--- src/rtl/poly_mult_ctrl.sv ---
// Sequencer for the schoolbook polynomial multiplier: walks (i,j) over N*N MAC
// steps, strobing the two CSRs and the accumulator, with cyclic/negacyclic reduction.
module poly_mult_ctrl #(
  parameter  int N     = 4,
  localparam int IDX_W = $clog2(N)
) (
  input  logic             clk,
  input  logic             reset,
  input  logic             start,
  input  logic             mode_neg,
  input  logic             abort,
  output logic             busy,
  output logic             done,
  output logic             csr1_load,
  output logic             csr1_en,
  output logic             csr2_load,
  output logic             csr2_en,
  output logic             acc_clr,
  output logic             acc_en,
  output logic             acc_neg,
  output logic [IDX_W-1:0] idx_i,
  output logic [IDX_W-1:0] idx_j
);

  typedef enum logic [1:0] {
    IDLE = 2'd0,
    LOAD = 2'd1,
    RUN  = 2'd2,
    DONE = 2'd3
  } state_t;

  localparam logic [IDX_W-1:0] LAST = IDX_W'(N - 1);

  state_t           state, state_nxt;
  logic             mode_q;
  logic             last_j, last_step;

  // A product term wraps past x^N when i+j >= N; the sum gets one extra bit.
  function automatic logic wraps_past_n(input logic [IDX_W-1:0] i,
                                        input logic [IDX_W-1:0] j);
    logic [IDX_W:0] sum;
    sum = {1'b0, i} + {1'b0, j};
    return (sum >= (IDX_W+1)'(N));
  endfunction

  assign last_j    = (idx_j == LAST);
  assign last_step = last_j && (idx_i == LAST);

  always_ff @(posedge clk) begin
    if (reset) begin
      state  <= IDLE;
      mode_q <= 1'b0;
      idx_i  <= '0;
      idx_j  <= '0;
    end else begin
      state <= state_nxt;
      case (state)
        IDLE: begin
          idx_i <= '0;
          idx_j <= '0;
          if (start) mode_q <= mode_neg;
        end
        LOAD: begin
          idx_i <= '0;
          idx_j <= '0;
        end
        RUN: begin
          if (abort) begin
            idx_i <= '0;
            idx_j <= '0;
          end else if (last_step) begin
            // Indices hold N-1 through DONE.
            idx_i <= idx_i;
            idx_j <= idx_j;
          end else if (last_j) begin
            idx_j <= '0;
            idx_i <= idx_i + 1'b1;
          end else begin
            idx_j <= idx_j + 1'b1;
          end
        end
        default: begin
          idx_i <= '0;
          idx_j <= '0;
        end
      endcase
    end
  end

  always_comb begin
    state_nxt = state;
    busy      = 1'b0;
    done      = 1'b0;
    csr1_load = 1'b0;
    csr1_en   = 1'b0;
    csr2_load = 1'b0;
    csr2_en   = 1'b0;
    acc_clr   = 1'b0;
    acc_en    = 1'b0;
    acc_neg   = 1'b0;
    case (state)
      IDLE: begin
        if (start) state_nxt = LOAD;
      end
      LOAD: begin
        busy      = 1'b1;
        csr1_load = 1'b1;
        csr2_load = 1'b1;
        acc_clr   = 1'b1;
        state_nxt = abort ? IDLE : RUN;
      end
      RUN: begin
        busy    = 1'b1;
        acc_en  = 1'b1;
        csr2_en = 1'b1;
        csr1_en = last_j;
        acc_neg = mode_q & wraps_past_n(idx_i, idx_j);
        if (abort)          state_nxt = IDLE;
        else if (last_step) state_nxt = DONE;
      end
      DONE: begin
        done      = 1'b1;
        state_nxt = IDLE;
      end
      default: state_nxt = IDLE;
    endcase
  end

endmodule

--- config.mk ---
export PLATFORM = sky130hd
export DESIGN_NAME = poly_mult_ctrl
export DESIGN_NICKNAME = d
export VERILOG_FILES = /design/src/rtl/poly_mult_ctrl.sv
export SDC_FILE = /design/constraint.sdc
export NUM_CORES = 1
export LEC_CHECK = 0
export BUFFER_PORTS_ARGS = -buffer_cell sky130_fd_sc_hd__buf_4
export CAP_MARGIN = 20
export CORE_AREA = 2 2 39 41
export DETAILED_ROUTE_END_ITERATION = 8
export DIE_AREA = 0 0 41 43
export PLACE_DENSITY = 0.62
export SLEW_MARGIN = 0
export SYNTH_ARGS = -nofsm -noshare
export SYNTH_HDL_FRONTEND = slang
export SYNTH_SLANG_ARGS = --single-unit
--- constraint.sdc ---
create_clock -name clk -period 1.66 [get_ports clk]
set_input_delay 0.083 -clock clk [delete_from_list [all_inputs] [get_ports clk]]
set_output_delay 0.083 -clock clk [all_outputs]
set_load 0.02 [all_outputs]
==> Word level (Yosys, flattened, before mapping) <==
Index checks and enable logic that the tools add are counted.
{ "op_classes": {"n_addsub": 3, "order_cmp": 1, "eq_ne": 7, "muxes": 12, "n_bitwise": 3, "reduce_logical": 7} }
{ "ops": {"columns": ["operator", "count"], "rows": [
  ["$mux 2", 5],
  ["$eq 2x2->1 const B", 4],
  ["$pmux 2 s4", 1],
  ["$mux 1", 6],
  ["$reduce_and 2->1", 3],
  ["$add 2x1->2 const B", 2],
  ["$add 2x2->3", 1],
  ["$ge 3x3->1 const B", 1],
  ["$ne 3x3->1 const B", 1],
  ["$reduce_or 3->1", 1],
  ["$eq 2x1->1 const B", 1],
  ["$logic_not 2->1", 1],
  ["$ne 2x2->1 const B", 1],
  ["$not 1->1", 2],
  ["$reduce_or 2->1", 1],
  ["$and 1x1->1", 1],
  ["$logic_and 1x1->1", 1]
]} }
{ "word_totals": {"ff_bits": 7, "in_bits": 5, "out_inout_bits": 13, "word_cells": 37} }

==> Depth between registers and ports, before layout <==
{ "logic_depth": {"ltp_word": 5, "ltp_mapped": 5, "depth_no_buf": 5} }

==> Worst setup path after synthesis <==
No wires, ideal clock.
{ "synth_path": {"path_type": "flip-flop to flip-flop", "startpoint": "reg state[0]", "endpoint": "reg state[0]", "setup_time_ns": 0.086, "arrival_time_ns": 1.302, "required_time_ns": 1.574, "path_slack_ns": 0.273, "path_stages_with_launch": 6, "path_buffers": 0, "period_less_slack_ns": 1.387, "cell_sequence": "dfxtp_1 > inv_1 > ha_1 > and2b_4 > a21o_1 > a211oi_1"} }
{ "synth_via": {"elab_chain_cells": 3, "word_cells_on_any_way": 8, "cone_classes": "eq/ne (5); mux (1); reduce/logical (2)"} }
{ "synth_rtl": {"columns": ["item", "line", "source"], "rows": [
  ["from (decl)", "34", "state_t state, state_nxt;"],
  ["from (signal assigned)", "56", "state <= state_nxt;"],
  ["$eq 2x2->1 or $logic_not 2->1 (tied branches)", "101", "case (state)"],
  ["$ne 3x3->1 (no source line) or $ne 2x2->1 (tied branches)", null, null],
  ["$reduce_and 2->1 (no source line)", null, null]
]} }
Several ways; a longest one is shown, not always the timed one.
A chain may end at the register's enable or synchronous reset.

==> Final worst setup path <==
Ends and elaborated chain as after synthesis.

==> flow_metrics.env <==
export IMPL_run_status="finished, final reports clean"
export IMPL_layout_commonest_cell="buf_4"
export IMPL_worstSetupStartpointType="flop"
export IMPL_dpl_cell_area_um2=568.0
export IMPL_wire_per_inst_um=10.36
export IMPL_synth_cells=49
export IMPL_swShare_pct=27.01
export IMPL_drive_gt1_share_pct=31.34
export IMPL_clock_sinks=7
export IMPL_synthAdderAreaFrac_pct=22.60
export IMPL_post_place_ws_ns=0.1850
export IMPL_r2r_end="state[0]$_SDFFE_PP0P_"
export IMPL_rsz0062_at_grt="no"
export IMPL_die_h_um=43
export IMPL_hold_buffers=0
export IMPL_cts_root_buf="clkbuf_4"
export IMPL_drv_slew=0
export IMPL_crit_arrival_ns=1.62
export IMPL_postCtsSetupBuffers=0
export IMPL_period_minus_slack_ns=1.468
export IMPL_design_die_area_mm2=0.001763
export IMPL_synth_distinct_cells=20
export IMPL_drcViolationCount=0
export IMPL_rows=14
export IMPL_synth_top_family_by_area="simple AND/OR/NAND/NOR gates"
export IMPL_setup_viol=0
export IMPL_cts_resized_gates=0
export IMPL_synth_simple_area_share_pct=23.73
export IMPL_vias=382
export IMPL_worstRegToRegCells=5
export IMPL_clkTransAtPathRegs_ns=0.05
export IMPL_worstMarginPinSlew_ns=0.2298
export IMPL_required_ns=1.81
export IMPL_antenna_cells=0
export IMPL_final_cell_mix="buf_4 (17), ha_1 (8), dfxtp_1 (7)"
export IMPL_finalWorstSetupSlack_ns=0.1925
export IMPL_finalCritPeriodShare_pct=88.40
export IMPL_syn_num_nets=62
export IMPL_clock_latency_ns=0.24
export IMPL_grt_pass1_wl_um=1414
export IMPL_endpoint="state[0]$_SDFFE_PP0P_"
export IMPL_die_w_um=41
export IMPL_internal_power_mw=0.3083
export IMPL_cellPowerDensity_mw_per_mm2=710.7
export IMPL_ys_warn_count=0
export IMPL_clockBufferDepth=2
export IMPL_netlist_area_um2=442.9
export IMPL_p_clk_share_pct=36.1
export IMPL_r2r_slack_ns=0.19
export IMPL_setup_tns_ns=0
export IMPL_grt_remaining_overflow=0
export IMPL_area_delta_synth_final_pct=34.18
export IMPL_grt_usage_pct=12.25
export IMPL_place_congestion=0.7051
export IMPL_routed_wl_um=860
export IMPL_min_path_type="input pin to flop"
export IMPL_fin_cells=83
export IMPL_leakagePower_nw=0.2881
export IMPL_cp_max_fo=6
export IMPL_synth_compound_area_share_pct=8.757
export IMPL_whs_ns=0.02028
export IMPL_avgSynthCellArea_um2=9.039
export IMPL_grt_max_degree=7
export IMPL_first_pass_iters=2
export IMPL_ant_nets=0
export IMPL_cts_max_level=1
export IMPL_routed_via_density=4.602
export IMPL_cts_tree="built"
export IMPL_cts_made_buffers=3
export IMPL_grt_pass1_vias=354
export IMPL_muxShareOfSynthArea_pct=4.520
export IMPL_startpoint="state[0]$_SDFFE_PP0P_"
export IMPL_combPwrFrac_pct=21.7
export IMPL_seq_power_share_pct=42.2
export IMPL_total_power_mw=0.4224
export IMPL_ys_ff_latch=7
export IMPL_end_kind="flop"
export IMPL_ios=18
export IMPL_fillCellCount=148
export IMPL_skew_ns=0.0002109
export IMPL_drt_iter0_drc=2
export IMPL_port_buffers=17
export IMPL_power_switching_mw=0.1141
export IMPL_r2r_start="state[0]$_SDFFE_PP0P_"
export IMPL_fmax_mhz=681.4
export IMPL_ys_seq_area_share_pct=31.64
export IMPL_dp_cells=79
export IMPL_peakVddDrop_mv=0.4387
export IMPL_stdcell_area_um2=594.3
export IMPL_coreArea_mm2=0.001384
export IMPL_antenna_found_initial=0
export IMPL_nets=81
export IMPL_drv_cap=0
export IMPL_synth_xor_area_share_pct=1.977
export IMPL_start_util_pct=32.01
export IMPL_path_class="flop to flop"
export IMPL_hpwlAfterDp_um=702.9
export IMPL_finalHoldViolations=0
export IMPL_slew_headroom_pct=84.59
export IMPL_post_route_util_pct=42.95
==> area by class of cell <==
type                    count  area, um2  share of cell area (%)
clock buffers               4      26.28                   4.421
repair buffers             17      127.6                   21.47
well taps                  16      20.02                   3.368
inverters                   2      7.507                   1.263
flip-flops and latches      7      140.1                   23.58
multi-input cells          37      272.8                   45.89
==> power by group through the flow <==
stage	sequential [mW]	clock, mW	combinational [mW]
floorplan	0.181	0	0.0666
global placement	0.182	0	0.0926
detailed placement	0.182	0	0.0927
CTS	0.178	0.160	0.0929
global route	0.179	0.170	0.0997
finish	0.178	0.152	0.0917
==> sequential cells by signal, summed over array words and instances (netlist names) <==
name,cells
state,2
idx_j,2
idx_i,2
mode_q,1
==> worst min path at each step <==
| stage | start | endpoint | slack (ns) | depth (start not counted) |
|---|---|---|---|---|
| after floorplan | reset | mode_q$_SDFFE_PP0P_ | 0.15 | 1 |
| after global placement | reset | mode_q$_SDFFE_PP0P_ | 0.28 | 2 |
| after detailed placement | reset | mode_q$_SDFFE_PP0P_ | 0.28 | 2 |
| after CTS | reset | mode_q$_SDFFE_PP0P_ | 0.01 | 2 |
| after global routing | reset | mode_q$_SDFFE_PP0P_ | 0.02 | 2 |
| final | reset | mode_q$_SDFFE_PP0P_ | 0.02 | 2 |
==> worst max-delay path, cell delays in order (launching register included) <==
cell	delay [ns]
dfxtp_1	0.35
inv_1	0.09
ha_1	0.28
and2b_4	0.20
a21o_1	0.18
a211oi_1	0.27
==> cells in the mapped netlist, drive strengths merged <==
cell type	n	area, um2
inv	2	7.510
nor2	4	15.01
nand3	2	10.01
and2	1	6.260
a21oi	2	10.01
nand2b	2	12.51
xnor2	1	8.760
dfxtp	7	140.1
a21o	1	7.510
nand2	5	18.77
a211oi	2	15.01
nor3	1	5.000
and2b	2	17.52
or4	1	7.510
a31oi	1	6.260
nor2b	2	12.51
mux2i	2	20.02
buf	3	22.52
ha	8	100.1
==> per-layer routing <==
metal	up-vias	routed length, um	GRT usage [%]
li1	200	-	-
met1	168	388	14.79
met2	12	393	15.63
met3	2	69	5.759
met4	0	8	10.00
met5	-	0	0
==> logic make-up after synthesis <==
family	Yosys count
AO/OA/AOI/OAI	6
XOR/XNOR	1
adder cells (fa/ha/maj)	8
buffers and inverters	5
flip-flops	7
multiplexers	2
AND/OR/NAND/NOR	20
Note: power is estimated with default switching activity, not from simulation.
